$ cat src/rtl/led_pattern_gen.sv
// rtl/led_pattern_gen.sv - multi-channel LED driver: off/on/blink/breathe from one shared counter
// Exports the counter MSB as heartbeat and a registered rollover pulse.
module led_pattern_gen #(
  parameter int NUM_LEDS  = 4,
  parameter int CTR_WIDTH = 24,
  parameter int PWM_BITS  = 8
) (
  input  logic                  clk,
  input  logic                  rst,
  input  logic                  en,
  input  logic [2*NUM_LEDS-1:0] mode,
  output logic [NUM_LEDS-1:0]   led,
  output logic                  heartbeat,
  output logic                  wrap
);

  typedef enum logic [1:0] {
    MODE_OFF     = 2'b00,
    MODE_ON      = 2'b01,
    MODE_BLINK   = 2'b10,
    MODE_BREATHE = 2'b11
  } led_mode_t;

  logic [CTR_WIDTH-1:0] ctr;
  logic [NUM_LEDS-1:0]  led_target;

  logic [PWM_BITS:0]    ramp_t;
  logic [PWM_BITS-1:0]  bright;
  logic [PWM_BITS-1:0]  pwm_slot;
  logic                 breathe_on;

  always_ff @(posedge clk or posedge rst) begin
    if (rst) begin
      ctr  <= '0;
      wrap <= 1'b0;
    end else begin
      // wrap lands in the same cycle the counter reads zero after rolling over
      wrap <= en && (ctr == {CTR_WIDTH{1'b1}});
      if (en) begin
        ctr <= ctr + 1'b1;
      end
    end
  end

  assign heartbeat = ctr[CTR_WIDTH-1];

  // Triangle brightness from the slow counter bits, compared against the fast PWM slot
  assign ramp_t     = ctr[CTR_WIDTH-1 -: PWM_BITS+1];
  assign bright     = ramp_t[PWM_BITS] ? ~ramp_t[PWM_BITS-1:0] : ramp_t[PWM_BITS-1:0];
  assign pwm_slot   = ctr[PWM_BITS-1:0];
  assign breathe_on = (pwm_slot < bright);

  for (genvar i = 0; i < NUM_LEDS; i++) begin : g_chan
    localparam logic ODD_CHAN = ((i % 2) != 0);
    led_mode_t chan_mode;

    assign chan_mode = led_mode_t'(mode[2*i+1 -: 2]);

    always_comb begin
      led_target[i] = 1'b0;
      case (chan_mode)
        MODE_OFF:     led_target[i] = 1'b0;
        MODE_ON:      led_target[i] = 1'b1;
        MODE_BLINK:   led_target[i] = ctr[CTR_WIDTH-1] ^ ODD_CHAN;
        MODE_BREATHE: led_target[i] = breathe_on;
        default:      led_target[i] = 1'b0;
      endcase
    end
  end

  always_ff @(posedge clk or posedge rst) begin
    if (rst) begin
      led <= '0;
    end else begin
      led <= led_target;
    end
  end

endmodule

$ cat config.mk
export PLATFORM = sky130hd
export DESIGN_NAME = led_pattern_gen
export DESIGN_NICKNAME = d
export VERILOG_FILES = /design/src/rtl/led_pattern_gen.sv
export SDC_FILE = /design/constraint.sdc
export NUM_CORES = 1
export LEC_CHECK = 0
export CAP_MARGIN = 20
export CORE_MARGIN = 4
export CORE_UTILIZATION = 59
export DETAILED_ROUTE_END_ITERATION = 7
export PLACE_DENSITY = 0.82
export SYNTH_ARGS = -nofsm -noshare
export SYNTH_HDL_FRONTEND = slang
export SYNTH_SLANG_ARGS = --single-unit
$ cat constraint.sdc
create_clock -name clk -period 6.1 [get_ports clk]
set_input_delay 1.525 -clock clk [delete_from_list [all_inputs] [get_ports clk]]
set_output_delay 1.525 -clock clk [all_outputs]
set_load 0.01 [all_outputs]
# --- Word-level counts from Yosys, hierarchy flattened ---
# Index checks and enable logic that the tools add are counted.
classes:
  mux: 5
  bitwise: 2
  add_sub_neg: 1
  n_reduce_logical: 5
  n_eq_ne: 13
  n_lt_le_gt_ge: 1
op_table:
  columns: ["op", "count"]
  rows:
  - ["$add A24 B1 Y24 const B", 1]
  - ["$eq A24 B24 Y1 const B", 1]
  - ["$eq A2 B2 Y1 const B", 8]
  - ["$pmux W1 S4", 4]
  - ["$eq A2 B1 Y1 const B", 4]
  - ["$logic_not A2 Y1", 4]
  - ["$lt A8 B8 Y1", 1]
  - ["$mux W8", 1]
  - ["$not A8 Y8", 1]
  - ["$logic_and A1 B1 Y1", 1]
  - ["$not A1 Y1", 1]
word_totals:
  input_bits: 11
  output_inout_bits: 6
  elab_cells: 30
  regBits: 29

# --- Logic depth before layout (Yosys ltp) ---
depth:
  word_depth: 4
  ltp_mapped: 7
  depth_no_buf: 7

# --- Worst setup path before layout ---
# Ideal clock, no wire load.
synth_path:
  path_kind: "input-to-reg"
  from: "input port en"
  to: "register ctr[23]"
  setup_slack_ns: 3.719
  setup_time_ns: 0.140
  t_arrival_ns: 2.241
  stages: 4
  required_ns: 5.960
  n_path_buf: 0
  cell_sequence: "nand3_2 > nor4_4 > nand4_1 > xnor2_1"
synth_lines:
  columns: ["item", "line", "rtl"]
  rows:
  - ["start: declaration", "10", "input logic en,"]
  - ["end signal: assignment", "40", "ctr <= ctr + 1'b1;"]
  - ["end: declaration", "24", "logic [CTR_WIDTH-1:0] ctr;"]

# --- Worst setup path after layout ---
layout_path:
  from: "register ctr[23]"
  to: "output port heartbeat"
layout_lines:
  columns: ["item", "line", "rtl"]
  rows:
  - ["end: declaration", "13", "output logic heartbeat,"]
# No word-level cell between the ends.

==> impl_results.md <==
* Fin area at 1780 sq um
* Compound-cell area share of the yosys netlist at 0.0514
* Status: finished clean
* Synth Area per Inst at 11.4 sq um
* Slew @ Worst Pin at 0.531 ns
* Worst vdd ir at 0.230 mV
* Synth top area cells: dfrtp_1, xnor2_1, ha_1
* Post-synth ARST share at 1.00
* Sequential share of power at 0.519
* DRC violations left at 0
* Drt first pass iters at 4
* Endpoints failing setup at 0
* Antenna Nets Post-Route at 0
* Met3 Track Usage GR at 0.0504
* Post-synth EDFFs at 0
* RSZ-0062 raised after global routing: no
* Switch share at 0.342
* Gr busiest metal: met2
* CTS buffer count at 5
* Setup clock skew after layout at 0.00780 ns
* Psw at 0.000176 W
* Placed Area at 1700 sq um
* Flop and latch count out of synthesis at 29
* Avg Vias per Cell at 5.69
* Post-Syn Area at 1510 sq um
* Global Route met1 Usage at 0.224
* Worst Hold Class: reg2reg
* Clk Latency, worst-skew pair at 0.32 ns
* Post-synth cell types at 24
* Clk slew on worst S/H paths at 0.09 ns
* Total clock sinks at 29
* Post-CTS Setup Repair Bufs at 0
* Post-synthesis mux area share at 0.00746
* Post-Synth Adder-Cell Area at 0.0746
* Setup slack on the worst flop-to-flop path at 3.86 ns
* GR Util met2 at 0.298
* Hold Violations, Final at 0
* DR WL/cell at 14.7 um
* Crit end category: output pin
* Clk pwr share at 0.209
* FF-to-FF End: led[1]$_DFF_PP0_
* Die area at 3430 sq um
* Critical path type: reg2out
* CTS root buffer: clkbuf_4
* Chip width at 58.6 um
* Worst path buffer plus inverter count at 1
* Core box area at 2450 sq um
* Seq/Total Area, Yosys at 0.481
* WP data required at 4.58 ns
* Post-Synth Simple-Gate Area at 0.194
* Synthesized instance count at 132
* CP max-delay cell: dfrtp_1
* Clock Path Buffers at 2
* Final nets at 175
* Critical Path Start Type: flip-flop
* Vias at 1,058
* WL final at 2730 um
* Worst r2r src: ctr[23]$_DFFE_PP0P_
* Comb pwr share at 0.272
* Std-Cell Rows at 18
* Setup TNS at 0 ns
* Worst reg2reg path depth at 7
* Leakage at 0.782 nW
* H-tree levels at 2
* Initial core utilization at 0.615
* Commonest cells post-synth: dfrtp_1, xnor2_1, nand2_1, ha_1, nand4_1
* Fillcell total at 178
* Largest family of logic cells by synthesized area: simple AND/OR/NAND/NOR gates
* Tmin final at 3.18 ns
* Most common flop cell mapped by yosys: dfrtp_1
* Synth Net Count at 152
* Ports at 17
* TritonCTS clock tree: built
* Max FO, Critical Path at 13
* Port Buf Inserts at 16
* Fin crit share at 0.521
* Post-CTS sizing at 0
* Hold_sp: ctr[13]$_DFFE_PP0P_
* Crit path DAT at 1.65 ns
* Pwr Density at 290 nW/um^2
* RePlAce Congestion at 0.735
* Internal at 0.000339 W
* Hold Path End: ctr[13]$_DFFE_PP0P_
* Most frequent cell after synthesis: dfrtp_1
* Layout cells sized above 1 at 0.0833
* Initial antenna violation count at 0
* Yosys top cell by area: dfrtp_1
* Gr ovfl total at 0
* Max-cap violations at 0
* Die Ht at 58.6 um
* Area share of the largest cell type after synthesis at 0.481
* Non-Filler Instances at 186
* Hpwl dp at 2040 um
* Synth Area in XOR/XNOR at 0.174
* Multi-input logic area at 757 sq um
* Pins Over Slew Limit at 0
* WHS Path Cells at 1
* First-pass GRT wire length at 4680 um
* Storage cell area at 726 sq um
* Relative slew slack at 0.646
* Area Growth Syn to Fin at 17.9%
* DP Cell Count at 177
* Iter 0 DRT Violations at 34
* CP peak stage delay at 0.68 ns
* Fmax at 315 MHz
* Synth warn at 0
* Largest net degree at the start of global routing at 30
* Hold buffers post-CTS at 0
* Crit-path cells: clkdlybuf4s50_1
* Cell family with most CP delay: flip-flops
* Total Power at 0.000515 W
* Gr usage total at 0.183
* Antenna diodes at 0
* Vias in the first global route at 1,067
## cell type report
cell class | count | share of cell area
timing repair buffer | 17 | 0.105
tap | 30 | 0.0211
multi-input combinational | 96 | 0.425
clock buffer | 8 | 0.0274
sequential | 29 | 0.408
inverter | 6 | 0.0127
## cell families (layout without fill, tap and decap cells)
family	count (synthesis)	in the layout
muxes	1	1
AOI/OAI and AO/OA	14	14
buffers and inverters	7	31
xor gates and xnor gates	30	30
and+or+nand+nor	42	42
adders and majority gates	9	9
DFF	29	29
## metal layers
layer  vias to the layer above  wire length (um)
met2                        29              1260
met1                       503              1220
met5                         -                 0
met4                         0                73
met3                         9               166
li1                        517                 -
## metrics by stage
step	setup WS (ns)	hold WS, ns	util
floorplan	3.72	0.446	-
global placement	2.91	0.462	0.694
detailed placement	2.88	0.468	0.694
CTS	2.91	0.484	0.714
global route	2.81	0.527	0.725
finish	2.92	0.483	0.725
## power groups by stage
stage | Sequential [W] | Clock (W) | Combinational, W
2_1_floorplan | 0.000264 | 0 | 0.0000950
3_3_place_gp | 0.000270 | 0 | 0.000130
3_5_place_dp | 0.000272 | 0 | 0.000138
4_1_cts | 0.000268 | 0.000111 | 0.000139
5_1_grt | 0.000273 | 0.000120 | 0.000163
6_report | 0.000268 | 0.000108 | 0.000140
## layout by cell type (no fill, tap or decap)
cell type and n:
a211oi_1 1, a21oi_1 8, a31oi_1 4, and3_1 1, and4_1 2, buf_16 1, clkbuf_1 3, clkbuf_4 5
clkdlybuf4s50_1 16, dfrtp_1 29, ha_1 9, inv_1 6, mux2_2 1, nand2_1 10, nand3_1 7, nand3_2 1
nand4_1 9, nand4_4 2, nor2_1 4, nor3_1 1, nor4_1 1, nor4_2 1, nor4_4 2, o21ai_0 1
or3_1 1, xnor2_1 24, xor2_1 6
## worst reg2reg max path: cells and delay by family (launching register included)
kind / cells / cell delay, ns
flip-flops: 1 / 0.68
adder cells (fa/ha/maj): 2 / 0.59
AND/OR/NAND/NOR: 2 / 0.54
AO/OA/AOI/OAI: 2 / 0.29
buffers and inverters: 1 / 0.06
## how the worst max path moves through the flow
stage                                   start                  end  slack [ns]  cells past startpoint
after CTS                 ctr[23]$_DFFE_PP0P_            heartbeat        2.91                      1
final                     ctr[23]$_DFFE_PP0P_            heartbeat        2.92                      1
after global placement                     en  ctr[16]$_DFFE_PP0P_        2.91                      5
after floorplan                            en  ctr[23]$_DFFE_PP0P_        3.72                      4
after detailed placement                   en  ctr[16]$_DFFE_PP0P_        2.88                      5
after global routing      ctr[23]$_DFFE_PP0P_            heartbeat        2.81                      1
## registers in the layout, summed over array words and instances, names as in the netlist
register / count
led: 4
wrap: 1
ctr: 24
(Power assumes the default switching activity.)
